<file path="src/rtl/mem_stage_pkg.sv">
// mem_stage_pkg: opcodes, FSM states and byte-enable constants shared by the memory-access stage.
package mem_stage_pkg;
  localparam logic [5:0] OP_LB  = 6'h20;
  localparam logic [5:0] OP_LH  = 6'h21;
  localparam logic [5:0] OP_LW  = 6'h23;
  localparam logic [5:0] OP_LBU = 6'h24;
  localparam logic [5:0] OP_LHU = 6'h25;
  localparam logic [5:0] OP_SB  = 6'h28;
  localparam logic [5:0] OP_SH  = 6'h29;
  localparam logic [5:0] OP_SW  = 6'h2B;
  typedef enum logic {IDLE, ACCESS} state_t;
  localparam logic [3:0] BE_BYTE = 4'b0001;
  localparam logic [3:0] BE_LO   = 4'b0011;
  localparam logic [3:0] BE_HI   = 4'b1100;
  localparam logic [3:0] BE_ALL  = 4'b1111;
endpackage

</file>
<file path="src/rtl/mem_load_align.sv">
// mem_load_align: selects the addressed byte/half of a read word and sign- or zero-extends it.
module mem_load_align import mem_stage_pkg::*; (
  input  logic [5:0]  opcode,
  input  logic [1:0]  addr_lo,
  input  logic [31:0] rdata,
  output logic [31:0] data
);
  logic [7:0]  b;
  logic [15:0] h;
  always_comb begin
    b = rdata[{addr_lo, 3'b000} +: 8];
    h = addr_lo[1] ? rdata[31:16] : rdata[15:0];
    data = opcode == OP_LB  ? {{24{b[7]}}, b} :
           opcode == OP_LBU ? {24'b0, b} :
           opcode == OP_LH  ? {{16{h[15]}}, h} :
           opcode == OP_LHU ? {16'b0, h} : rdata;
  end
endmodule

</file>
<file path="src/rtl/mem_access_stage.sv">
// mem_access_stage: load/store stage with req/ack data memory and MEM/WB registers.
// MEM_SUBWORD_EN enables byte/halfword accesses; without it every access is a full word.
module mem_access_stage import mem_stage_pkg::*; #(
  parameter int ADDR_W = 32
) (
  input  logic              clk,
  input  logic              rst_n,
  input  logic              in_valid,
  input  logic [5:0]        opcode,
  input  logic [31:0]       alu_result,
  input  logic [31:0]       store_data,
  input  logic [4:0]        write_reg,
  input  logic              signal_regWrite,
  input  logic              signal_memRead,
  input  logic              signal_memWrite,
  input  logic              signal_memToReg,
  input  logic              flush,
  output logic              stall_out,
  output logic              dmem_req,
  output logic              dmem_we,
  output logic [ADDR_W-1:0] dmem_addr,
  output logic [31:0]       dmem_wdata,
  output logic [3:0]        dmem_be,
  input  logic              dmem_ack,
  input  logic [31:0]       dmem_rdata,
  output logic              wb_valid,
  output logic              wb_regWrite,
  output logic [31:0]       wb_write_data,
  output logic [4:0]        wb_write_reg,
  output logic              misalign
);
  state_t      state, state_nx;
  logic        is_mem, accept, mis;
  logic [3:0]  be_nx;
  logic [31:0] wdata_nx, load_data, l_alu;
  logic [4:0]  l_reg;
  logic        l_rw, l_m2r, l_rd;
  assign accept    = state == IDLE && in_valid && !flush;
  assign is_mem    = signal_memRead | signal_memWrite;
  assign stall_out = state == ACCESS;
`ifdef MEM_SUBWORD_EN
  logic [5:0] l_op;
  logic       half, byte_op;
  always_comb begin
    half     = opcode == OP_LH || opcode == OP_LHU || opcode == OP_SH;
    byte_op  = opcode == OP_LB || opcode == OP_LBU || opcode == OP_SB;
    mis      = is_mem && (byte_op ? 1'b0 : half ? alu_result[0] : |alu_result[1:0]);
    be_nx    = opcode == OP_SB ? 4'(BE_BYTE << alu_result[1:0]) :
               opcode == OP_SH ? (alu_result[1] ? BE_HI : BE_LO) : BE_ALL;
    wdata_nx = opcode == OP_SB ? {4{store_data[7:0]}} :
               opcode == OP_SH ? {2{store_data[15:0]}} : store_data;
  end
  always_ff @(posedge clk or negedge rst_n)
    if (!rst_n) l_op <= '0;
    else if (accept) l_op <= opcode;
  mem_load_align u_align (
    .opcode  (l_op),
    .addr_lo (l_alu[1:0]),
    .rdata   (dmem_rdata),
    .data    (load_data)
  );
`else
  logic unused_opcode;
  assign unused_opcode = ^opcode;
  assign mis       = is_mem && |alu_result[1:0];
  assign be_nx     = BE_ALL;
  assign wdata_nx  = store_data;
  assign load_data = dmem_rdata;
`endif
  always_ff @(posedge clk or negedge rst_n)
    if (!rst_n) state <= IDLE;
    else state <= state_nx;
  always_comb begin
    state_nx = state;
    if (state == IDLE) state_nx = accept && is_mem && !mis ? ACCESS : IDLE;
    else state_nx = dmem_ack ? IDLE : ACCESS;
  end
  // dmem_* stay untouched while in ACCESS, so the request is stable until ack
  always_ff @(posedge clk or negedge rst_n)
    if (!rst_n) begin
      dmem_req      <= 1'b0;
      dmem_we       <= 1'b0;
      dmem_addr     <= '0;
      dmem_wdata    <= '0;
      dmem_be       <= '0;
      wb_valid      <= 1'b0;
      wb_regWrite   <= 1'b0;
      wb_write_data <= '0;
      wb_write_reg  <= '0;
      misalign      <= 1'b0;
      l_alu         <= '0;
      l_reg         <= '0;
      l_rw          <= 1'b0;
      l_m2r         <= 1'b0;
      l_rd          <= 1'b0;
    end else begin
      wb_valid    <= 1'b0;
      wb_regWrite <= 1'b0;
      misalign    <= 1'b0;
      if (accept) begin
        wb_write_data <= alu_result;
        wb_write_reg  <= write_reg;
        wb_valid      <= !is_mem || mis;
        wb_regWrite   <= !is_mem && signal_regWrite;
        misalign      <= mis;
        if (is_mem && !mis) begin
          dmem_req   <= 1'b1;
          dmem_we    <= signal_memWrite;
          dmem_addr  <= {alu_result[ADDR_W-1:2], 2'b00};
          dmem_wdata <= wdata_nx;
          dmem_be    <= be_nx;
          l_alu      <= alu_result;
          l_reg      <= write_reg;
          l_rw       <= signal_regWrite;
          l_m2r      <= signal_memToReg;
          l_rd       <= signal_memRead;
        end
      end else if (stall_out && dmem_ack) begin
        dmem_req      <= 1'b0;
        wb_valid      <= 1'b1;
        wb_regWrite   <= l_rw && !dmem_we;
        wb_write_data <= l_rd && l_m2r ? load_data : l_alu;
        wb_write_reg  <= l_reg;
      end
    end
endmodule
</file>
<file path="config.mk">
export PLATFORM = sky130hd
export DESIGN_NAME = mem_access_stage
export DESIGN_NICKNAME = d
export VERILOG_FILES = /design/src/rtl/mem_stage_pkg.sv /design/src/rtl/mem_load_align.sv /design/src/rtl/mem_access_stage.sv
export SDC_FILE = /design/constraint.sdc
export NUM_CORES = 1
export LEC_CHECK = 0
export CORE_ASPECT_RATIO = 1.4
export CORE_UTILIZATION = 40
export DETAILED_ROUTE_END_ITERATION = 10
export PLACE_DENSITY = 0.77
export RECOVER_POWER = 100
export SLEW_MARGIN = 20
export SYNTH_ARGS = -nofsm -noshare
export SYNTH_HDL_FRONTEND = slang
export SYNTH_HIERARCHICAL = 1
export SYNTH_SLANG_ARGS = --single-unit
</file>
<file path="constraint.sdc">
create_clock -name clk -period 1.68 [get_ports clk]
set_input_delay 0.336 -clock clk [delete_from_list [all_inputs] [get_ports clk]]
set_output_delay 0.336 -clock clk [all_outputs]
set_load 0.03 [all_outputs]
</file>
==> run summary, run 1 <==
The number of antenna violations at the first check in global routing was 0. The worst setup timing slack at the placement stage came out at -522 ps. The synthesized cell area came out at 0.00570 mm2. The cell leakage power is 4.02 nW. The detailed-routing iteration count for the pre-antenna-repair pass is 5. The initial standard-cell utilization of the core came out at 41.0%. The final count of hold timing violations is 0. The number of max-slew violations in the final report came out at 0. Setup total negative slack on the finished layout was measured at -448 ps. The utilization of the core after routing came out at 60.7%. The finished layout holds 843 standard cells, fillers aside.

The count of buffer and inverter cells on the critical path is 1. The antenna diode count came out at 0. No sink is reached through more buffers than the 2 on the longest clock path. The maximum number of pins on one net before global-route repair is 40.

In this run the horizontal extent of the chip is 103 um. The total routing resource utilization after global routing came out at 22.6%. The iteration-0 DRC count of the detailed router is 124. The worst ir drop on vdd came out at 0.722 mV. The routed length per placed instance came out at 18.8 um. The total vias in the final route came out at 4434. TritonCTS created 17 clock buffers. After detailed placement, the total cell area comes to 0.00794 mm2. Setup repair after global routing could not meet its margin everywhere. The total number of placement rows is 51. Compared with the post-synthesis result, the final layout area differs by 48.0%. Counting distinct cell types in the post-synthesis netlist gives 24. The first-pass GRT wire length came out at 24800 um.

The signal on the critical path passes through or4b_4 > bufbuf_16 > mux2_4. The slew at the pin with the worst max-slew slack came out at 994 ps. In this run the standard cell core region covers 0.0139 mm2. The largest stage delay on the critical path is 610 ps. The final net count came out at 762. The number of nets still failing antenna checks after routing is 0. The number of cells after detailed placement came out at 808. The tool flagged a number of max-cap violations equal to 0.

The number of sinks on the clock net came out at 116. The worst setup margin came out at -37.4 ps. The clock transition at the registers of the reported paths came out at 50 ps. The post-route DRC violation count came out at 0. The cell accounting for the most synthesized area is dfrtp_1.

The post-synthesis sequential area ratio came out at 50.9%. The overflow left after global routing came out at 0. The post-synthesis sequential element count came out at 116. The count of buffers added on input and output ports is 218.

Timing would allow up to 582 MHz. The endpoint kind of the worst setup timing path is a register. The startpoint-to-endpoint class of the critical path is reg -> reg. The post-DP HPWL is 11000 um. The average footprint of a synthesized cell came out at 12.5 um2.

Once layout is done, the placed cells without fillers occupy 0.00844 mm2. The final setup violation count came out at 17. In this run the tightest slew margin relative to its limit is 33.7%. The largest fanout on the critical path came out at 7. TritonCTS built the clock tree. The later-pin clock latency in the skew report is 410 ps.

The cell with the largest stage delay on the worst path is or4b_4. After synthesis, the cell types taking the most area are dfrtp_1 51%, mux2_2 9.3%, nand3b_1 8.4%. The number of global-route vias before repair came out at 4807. The data arrival time of the worst path came out at 2010 ps. The run finished, with violations left. The tightest min-delay check is of the in -> reg type. The share of the clock period used by the worst path is 102%. The power density normalized to cell area is 1280 mW/mm2. The maximum level of the CTS H-tree is 4. The tree is rooted in a clkbuf_16. The worst clock skew on the final layout came out at 6.36 ps. The count of warnings emitted by yosys came out at 6. The ratio of cells with drive above 1 in the final layout is 20.2%.

The final period demand of the worst path is 1720 ps. The kind of launch point of the worst setup path is a register. The share of the synthesized area in the top cell type came out at 50.9%. The checks that failed: negative setup slack. The post-detailed-routing wire length is 15900 um. The die span in y came out at 143 um. The die covers 0.0147 mm2. The number of ports placed on the die boundary is 227.

The largest registers in the layout are dmem_wdata: 32 flops, l_alu: 32 flops, wb_write_data: 32 flops. Broken down by cell family, the worst path's largest delay share belongs to simple AND/OR/NAND/NOR gates. The data required time of the worst path came out at 1970 ps. The routability congestion estimate came out at 0.803. Using the TritonRoute via totals, the vias-per-cell ratio works out to 5.26. After technology mapping, the gate count stands at 455.
## cell usage after synthesis
| cell type | instances |
|---|---|
| dfrtp_1 | 116 |
| nand3b_1 | 64 |
| mux2_2 | 47 |
| mux2i_1 | 47 |
| nand2_1 | 37 |
| buf_4 | 35 |
| o2111ai_1 | 32 |
| clkbuf_1 | 24 |
| mux2_4 | 24 |
| buf_1 | 4 |
| buf_2 | 4 |
| buf_6 | 4 |
| and2_1 | 3 |
| inv_1 | 2 |
| nor2_1 | 2 |
| nor2b_1 | 2 |
| conb_1 | 1 |
| nand2b_1 | 1 |
| nand2b_4 | 1 |
| nand3_1 | 1 |
| nor4_1 | 1 |
| o21ai_0 | 1 |
| o32ai_1 | 1 |
| or4b_1 | 1 |
## final cells by class
type                    instances  area [um2]
clock buffers                  22         484
clock inverters                 9         103
fillers                      1218        5470
inverters                       2        7.51
multi-input cells             267        2380
flip-flops and latches        116        2900
well taps                     185         231
repair buffers                242        2330
## metrics by stage
stage / power [mW] / hold WS, ps
finish: 10.8 / 336
global route: 11.3 / 341
CTS: 11.0 / 325
detailed placement: 7.75 / 326
global placement: 7.64 / 326
floorplan: 6.18 / 40.4
## final timing paths
| check | start | end | slack [ps] | cells after the start |
|---|---|---|---|---|
| max | stall_out | l_alu[24] | -40 | 3 |
| min | signal_memWrite | dmem_we | 340 | 2 |
| max reg2reg | stall_out | l_alu[24] | -40 | 3 |
| min reg2reg | l_alu[0] | l_alu[0] | 490 | 1 |
| max in group asynchronous | rst_n | dmem_wdata[20] | 220 | 3 |
| min in group asynchronous | rst_n | l_alu[5] | 580 | 2 |
## cell usage in the layout (no fill, tap or decap), types with 3 or more instances in the layout
master	synthesis	routed
clkbuf_8	0	4
dlygate4sd2_1	0	114
and2_1	3	3
buf_6	4	3
mux2i_1	47	47
o2111ai_1	32	32
mux2_4	24	24
clkbuf_16	0	17
mux2_2	47	47
buf_4	35	11
nand2_1	37	36
nand3b_1	64	64
clkinvlp_4	0	3
clkdlybuf4s50_1	0	102
buf_12	0	5
dfrtp_1	116	115
clkinv_2	0	4
## timing repair
action                     in CTS  in global routing
pin swaps                       2                  1
hold endpoints to repair       28                  0
resized for setup             116                  0
cloned                          2                  0
hold buffers                    1                  0
setup endpoints to repair     180                 38
setup buffers                   1                  0
## where the power goes
part	switching, mW	internal [mW]
registers	0.410	3.39
logic	1.99	1.48
clock network	1.26	2.32
total	3.65	7.19
## metal layers
layer	wire length [um]	global-route usage, %	up-vias
met3	939	5.68	37
met5	0	0	-
met4	468	10.3	0
met2	8420	40.0	184
li1	-	-	1988
met1	6050	25.1	2225
## kinds of logic (layout without fill, tap and decap cells)
logic type	count (synthesis)	after routing	share of synthesized area, %
AO/OA/AOI/OAI	34	34	5.16
buffers and inverters	73	275	7.73
flip-flops	116	116	50.9
multiplexers	118	118	23.9
other	1	2	0.0658
AND/OR/NAND/NOR	113	113	12.3
Power figures use the tool's default switching activity.
==> run 2: changes to the inputs <==
==> constraint.sdc (replaced) <==
create_clock -name clk -period 1.68 [get_ports clk]
set_input_delay 0.168 -clock clk [delete_from_list [all_inputs] [get_ports clk]]
set_output_delay 0.168 -clock clk [all_outputs]
set_load 0.03 [all_outputs]
==> run 2 against run 1 <==
Net effect: the run now ends clean; worst setup slack better by 78 ps; critical endpoint is now wb_write_data[8]; sequential share of layout area up 0.97 points; cell count down 0.36%; fmax up 4.7%; clock power up 5%; clock skew up 2.3 ps; wire length down 0.13%; first-iteration DRC count up 12%.
==> run summary, run 2 (synthesized netlist as in run 1, its figures left out) <==
Status: finished clean (was finished with violations). The storage element area is 0.00290 mm2 (unchanged). The routability congestion estimate came out at 0.788 (was 0.803). The worst clock skew on the final layout is 8.66 ps (was 6.36 ps). The detailed-routing iteration count for the pre-antenna-repair pass came out at 4 (was 5). The number of max-slew violations in the final report is 0 (unchanged). The post-route DRC violation count came out at 0 (unchanged). The total of buffers placed on input and output ports is 218 (unchanged). The multi-input combinational cell area is 0.00228 mm2 (was 0.00238 mm2). The endpoint kind of the worst setup timing path was a primary output (was register). The final setup violation count came to 0 (was 17).

The total vias in the final route is 4406 (was 4434). The number of global-route vias before repair is 4823 (was 4807). The clock tree from TritonCTS is built (unchanged). The first-pass GRT wire length came to 24200 um (was 24800 um). The cell depth of the worst flop-to-flop path is 3 (unchanged). The capture instance of the worst register-to-register path is l_alu[16] (was l_alu[24]).

The utilization of the core after routing is 59.0% (was 60.7%). The maximum number of pins on one net before global-route repair is 40 (unchanged). The number of max-cap violations is 0 (unchanged).

The type of the most critical hold path is in -> reg (unchanged). The aggregate negative setup slack came to 0 ps (was -448 ps). The post-CTS setup repair buffer count is 0 (was 1). The area of the die came out at 0.0147 mm2 (unchanged). The layout-stage area growth over the synthesis result came out at 44.0% (was 48.0%).

The final hold slack is 378 ps (was 336 ps). The cell count of the worst hold path is 2 (unchanged). The slew at the pin with the worst max-slew slack came out at 976 ps (was 994 ps). The later-pin clock latency in the skew report came to 400 ps (was 410 ps). The count of buffer and inverter cells on the critical path came out at 1 (unchanged). The largest stage delay on the critical path was 700 ps (was 610 ps). The power density normalized to cell area came out at 1350 mW/mm2 (was 1280 mW/mm2). The worst ir drop on vdd is 0.872 mV (was 0.722 mV). The relative slew slack is 34.9% (was 33.7%).

The number of sinks on the clock net is 116 (unchanged). The largest fanout on the critical path came out at 3 (was 7). The data arrival time of the worst path came out at 1470 ps (was 2010 ps). The share of the clock period used by the worst path came out at 97.6% (was 102%). Largest regs: dmem_wdata: 32 flops, l_alu: 32 flops, wb_write_data: 32 flops (unchanged). The maximum achievable frequency came out at 610 MHz (was 582 MHz). The fill cell total of the finished layout came out at 1240 (was 1218). The maximum buffer depth of the clock tree was 2 (unchanged).

The worst-case register-to-register setup slack is 50 ps (was -40 ps). The number of CTS-inserted buffers is 17 (unchanged). The source of the worst hold timing path is store_data[8] (was signal_memWrite). RSZ-0062 raised after global routing: false (was true). The startpoint-to-endpoint class of the critical path is reg -> out (was reg -> reg). The initial standard-cell utilization of the core is 41.0% (unchanged). The data required time of the worst path is 1510 ps (was 1970 ps).

The antenna diode count came out at 0 (unchanged). The clock transition at the registers of the reported paths is 60 ps (was 50 ps). The cell with the largest stage delay on the worst path was clkdlybuf4s50_1 (was or4b_4). The total number of placement rows is 51 (unchanged). The die outline width was 103 um (unchanged). Commonest cells after routing, fill and taps aside: 177 x clkdlybuf4s50_1, 115 x dfrtp_1, 64 x nand3b_1 (was 115 x dfrtp_1, 114 x dlygate4sd2_1, 102 x clkdlybuf4s50_1). The routed length per placed instance is 18.9 um (was 18.8 um). The worst setup margin came out at 40.4 ps (was -37.4 ps). The die span in y was 143 um (unchanged). The worst setup timing slack at the placement stage came to -353 ps (was -522 ps). The total routing resource utilization after global routing came out at 22.1% (was 22.6%). The number of antenna violations at the first check in global routing came out at 0 (unchanged).

The via count normalized by instance count came out at 5.25 (was 5.26). The most frequent standard cell in the layout excluding fill and tap cells was clkdlybuf4s50_1 (was dfrtp_1). The launch point of the worst reg-to-reg path is stall_out (unchanged).

The cell type group with the largest total delay on the critical path is buffers and inverters (was simple AND/OR/NAND/NOR gates). The kind of launch point of the worst setup path was a register (unchanged). The number of ports placed on the die boundary is 227 (unchanged). The final period demand of the worst path came out at 1640 ps (was 1720 ps). The ratio of cells with drive above 1 in the final layout came out at 16.0% (was 20.2%).

The final net count came out at 759 (was 762). Cell-by-cell listing of the critical path: clkdlybuf4s50_1 (was or4b_4 > bufbuf_16 > mux2_4). The iteration-0 DRC count of the detailed router came out at 139 (was 124). The post-DP HPWL came out at 11100 um (was 11000 um). The maximum level of the CTS H-tree is 4 (unchanged).

The post-detailed-routing wire length is 15900 um (about the same). The final count of hold timing violations is 0 (unchanged). The clock tree root driver cell was clkbuf_16 (unchanged). The worst hold path endpoint is dmem_wdata[8] (was dmem_we). The number of nets still failing antenna checks after routing was 0 (unchanged). The cell leakage power came out at 3.55 nW (was 4.02 nW). The critical path launch point is wb_write_data[8] (was stall_out).

The overflow left after global routing came out at 0 (unchanged). The floorplan core area was 0.0139 mm2 (unchanged).
==> run 2: routing by layer <==
| metal | vias to the layer above | GRT usage, % | part of all wire (%) |
|---|---|---|---|
| met5 | - | 0 | 0 |
| met4 | 0 | 12.2 | 3.9 |
| met3 | 43 | 5.87 | 5.7 |
| met2 | 176 | 39.2 | 53 |
| met1 | 2208 | 23.3 | 37 |
| li1 | 1979 | - | - |
==> run 2: final cells by class <==
| class | count | share of cell area, % |
|---|---|---|
| clock buffer | 20 | 5.56 |
| clock inverter | 11 | 1.92 |
| inverter | 2 | 0.0914 |
| multi-input combinational | 267 | 27.8 |
| sequential | 116 | 35.4 |
| tap | 185 | 2.82 |
| timing repair buffer | 239 | 26.4 |
==> run 2: power breakdown <==
group | total (mW) | internal (mW) | switching (mW)
Combinational | 3.55 | 1.54 | 2.01
Sequential | 3.81 | 3.39 | 0.418
Clock | 3.76 | 2.53 | 1.23
==> run 2: stage by stage <==
step	area (um2)	power, mW	instances
floorplan	5710	6.18	456
global placement	7930	7.64	808
detailed placement	7930	7.75	808
CTS	8550	11.6	840
global route	8210	11.6	840
finish	8210	11.1	840
==> run 2: how the worst max path moves through the flow <==
| stage | slack, ps | endpoint | depth (start not counted) |
|---|---|---|---|
| finish | 40 | wb_write_data[8] | 1 |
| global route | 0.3 | dmem_addr[4] | 1 |
| CTS | 9 | dmem_be[2] | 1 |
| detailed placement | -350 | l_alu[27] | 5 |
| global placement | -330 | l_alu[29] | 5 |
| floorplan | -120 | l_alu[10] | 5 |
==> run 2: worst reg2reg max path: stages (launching register included) <==
cell     delay [ps]
dfrtp_2         390
or4b_4          560
buf_6           200
mux2_1          350
==> run 2: repair_timing <==
item / 4_1_cts / 5_1_grt
gates resized for setup: 3 / 36
hold endpoints to repair: 30 / 0
setup endpoints to repair: 3 / 36
hold buffers: 1 / 0
==> run 3: changes to the inputs <==
Settings changed: CORE_ASPECT_RATIO 1.4 to unset, GPL_TIMING_DRIVEN set to 0.
==> run 3 against run 2 <==
Net effect: the flow now finishes with violations (negative setup slack); wire length increased by 2.0%; global-route usage is 0.74 points higher; critical path depth increased by 4; highest routed layer unchanged; sequential share of layout area is 1.8 points lower; non-clock buffer count is 56 higher.
==> run summary, run 3 (synthesized netlist as in run 1, its figures left out) <==
The worst setup margin came out at -104 ps (was 40.4 ps). The critical path launch point is stall_out (was wb_write_data[8]). The cell type group with the largest total delay on the critical path is simple AND/OR/NAND/NOR gates (was buffers and inverters). The initial standard-cell utilization of the core is 41.1% (was 41.0%). The number of max-slew violations in the final report is 0 (unchanged). Commonest cells after routing, fill and taps aside: 154 x clkdlybuf4s50_1, 115 x dfrtp_1, 64 x nand3b_1 (was 177 x clkdlybuf4s50_1, 115 x dfrtp_1, 64 x nand3b_1). The cell leakage power came out at 3.96 nW (was 3.55 nW). The routability congestion estimate is 0.762 (was 0.788). The relative slew slack is 14.5% (was 34.9%). The clock tree from TritonCTS was built (unchanged).

Status: finished with violations (was finished clean). The detailed-routing iteration count for the pre-antenna-repair pass came to 4 (unchanged). The total of buffers placed on input and output ports is 217 (was 218).

The startpoint-to-endpoint class of the critical path is reg -> reg (was reg -> out). The post-route DRC violation count came to 0 (unchanged). The layout-stage area growth over the synthesis result came out at 51.8% (was 44.0%).

The final reports fail on negative setup slack. The most frequent standard cell in the layout excluding fill and tap cells was clkdlybuf4s50_1 (unchanged). The number of nets still failing antenna checks after routing came out at 0 (unchanged). Largest regs: dmem_wdata: 32 flops, l_alu: 32 flops, wb_write_data: 32 flops (unchanged).

The total vias in the final route is 4515 (was 4406). The final setup violation count is 44 (was 0). The fill cell total of the finished layout is 1129 (was 1240). The final hold slack came out at 339 ps (was 378 ps).

The total placed instance area is 0.00814 mm2 (was 0.00793 mm2). The largest stage delay on the critical path came out at 520 ps (was 700 ps). The area of the die came out at 0.0147 mm2 (about the same). The maximum achievable frequency is 561 MHz (was 610 MHz).

The final period demand of the worst path is 1780 ps (was 1640 ps). The number of max-cap violations came to 0 (unchanged). The endpoint kind of the worst setup timing path is a register (was primary output). The number of antenna violations at the first check in global routing came out at 0 (unchanged). The post-detailed-routing wire length came to 16200 um (was 15900 um). The maximum number of pins on one net before global-route repair was 70 (was 40). The number of ports placed on the die boundary came out at 227 (unchanged).

The most frequent cell on the critical path is buf_12. The ratio of cells with drive above 1 in the final layout was 23.6% (was 16.0%). The final net count was 815 (was 759). The routed length per placed instance came out at 18.2 um (was 18.9 um).

Cell-by-cell listing of the critical path: or4b_4 > buf_8 > buf_12 > buf_12 > mux2_4 (was clkdlybuf4s50_1). The maximum level of the CTS H-tree came to 4 (unchanged). The total routing resource utilization after global routing is 22.8% (was 22.1%). The number of sinks on the clock net is 116 (unchanged). The type of the most critical hold path is in -> reg (unchanged).

The later-pin clock latency in the skew report is 410 ps (was 400 ps). The slew at the pin with the worst max-slew slack came to 1280 ps (was 976 ps). The final count of hold timing violations came out at 0 (unchanged). The post-DP HPWL is 11600 um (was 11100 um). The first-pass GRT wire length came out at 25600 um (was 24200 um).

The largest fanout on the critical path came out at 10 (was 3). The number of CTS-inserted buffers is 17 (unchanged). RSZ-0062 raised after global routing: true (was false). The aggregate negative setup slack came out at -2630 ps (was 0 ps). The launch point of the worst reg-to-reg path is stall_out (unchanged). The count of buffer and inverter cells on the critical path is 3 (was 1).

The data required time of the worst path came out at 1970 ps (was 1510 ps). The die outline width is 121 um (was 103 um). The antenna diode count was 0 (unchanged).

The source of the worst hold timing path is dmem_ack (was store_data[8]). The total number of placement rows is 43 (was 51). The kind of launch point of the worst setup path is a register (unchanged). The iteration-0 DRC count of the detailed router is 214 (was 139).

The floorplan core area is 0.0139 mm2 (about the same). The power density normalized to cell area came to 1310 mW/mm2 (was 1350 mW/mm2). The clock transition at the registers of the reported paths is 50 ps (was 60 ps). The worst ir drop on vdd is 0.990 mV (was 0.872 mV).

The overflow left after global routing came out at 0 (unchanged). The cell with the largest stage delay on the worst path was or4b_4 (was clkdlybuf4s50_1). The via count normalized by instance count came out at 5.07 (was 5.25).

The clock tree root driver cell is clkbuf_16 (unchanged). The total power draw came out at 11.3 mW (was 11.1 mW). The worst clock skew on the final layout is 7.28 ps (was 8.66 ps).

The maximum buffer depth of the clock tree came out at 2 (unchanged). The die span in y was 121 um (was 143 um). The number of global-route vias before repair was 4968 (was 4823). The share of the clock period used by the worst path came to 106% (was 97.6%). The post-layout instance area is 0.00866 mm2 (was 0.00821 mm2). The data arrival time of the worst path is 2070 ps (was 1470 ps).
## run 3: cell types whose count changed in the layout (fill, tap and decap cells not counted), moves of 4 or more
cell and delta:
clkbuf_4 +30, dlygate4sd2_1 +35, mux2_1 -23, clkbuf_2 +8, mux2_4 +23, buf_2 +4, clkdlybuf4s50_1 -23
## run 3: metrics by stage
step                      utilization, %  worst slack, ps  cells
final                               62.4             -104    891
after global routing                62.4             -129    891
after CTS                           63.3             -123    890
after detailed placement            58.6             -557    854
after global placement              58.4            -4440    853
after floorplan                        -             -120    456
## run 3: worst min-delay path, stage by stage
cell	delay, ps
clkbuf_1	230
mux2i_1	210
mux2i_1	80
## run 3: power by group
group	switching, mW	internal, mW
Clock	1.24	2.47
Combinational	2.04	1.78
Sequential	0.427	3.39
## run 3: metal layers
metal | global-route usage [%] | vias up | share of wire, %
li1 | - | 2099 | -
met1 | 26.8 | 2227 | 41
met2 | 38.6 | 180 | 49
met3 | 9.07 | 9 | 8.4
met4 | 5.86 | 0 | 1.0
met5 | 0 | - | 0
## run 3: path summary, 6_finish.rpt
check,endpoint,cells after the start,slack [ps]
setup / recovery,l_alu[7],5,-100
hold / removal,wb_write_reg[1],3,340
setup reg to reg,l_alu[7],5,-100
hold reg to reg,dmem_req,2,480
max in group asynchronous,stall_out,3,120
min in group asynchronous,dmem_wdata[0],2,580
## run 3: cell type report
class / instances / area (um2) / share of cell area (%)
timing repair buffer: 224 / 2040 / 23.6
clock buffer: 22 / 484 / 5.59
inverter: 2 / 7.51 / 0.0867
sequential: 116 / 2900 / 33.6
buffer: 71 / 497 / 5.74
multi-input combinational: 267 / 2370 / 27.3
tap: 180 / 225 / 2.60
clock inverter: 9 / 126 / 1.46
## run 3: repair_timing
item	in CTS	in global routing
hold buffers	1	0
endpoints found under the hold margin	47	0
setup buffers	4	1
resized for setup	54	36
setup endpoints to repair	137	125
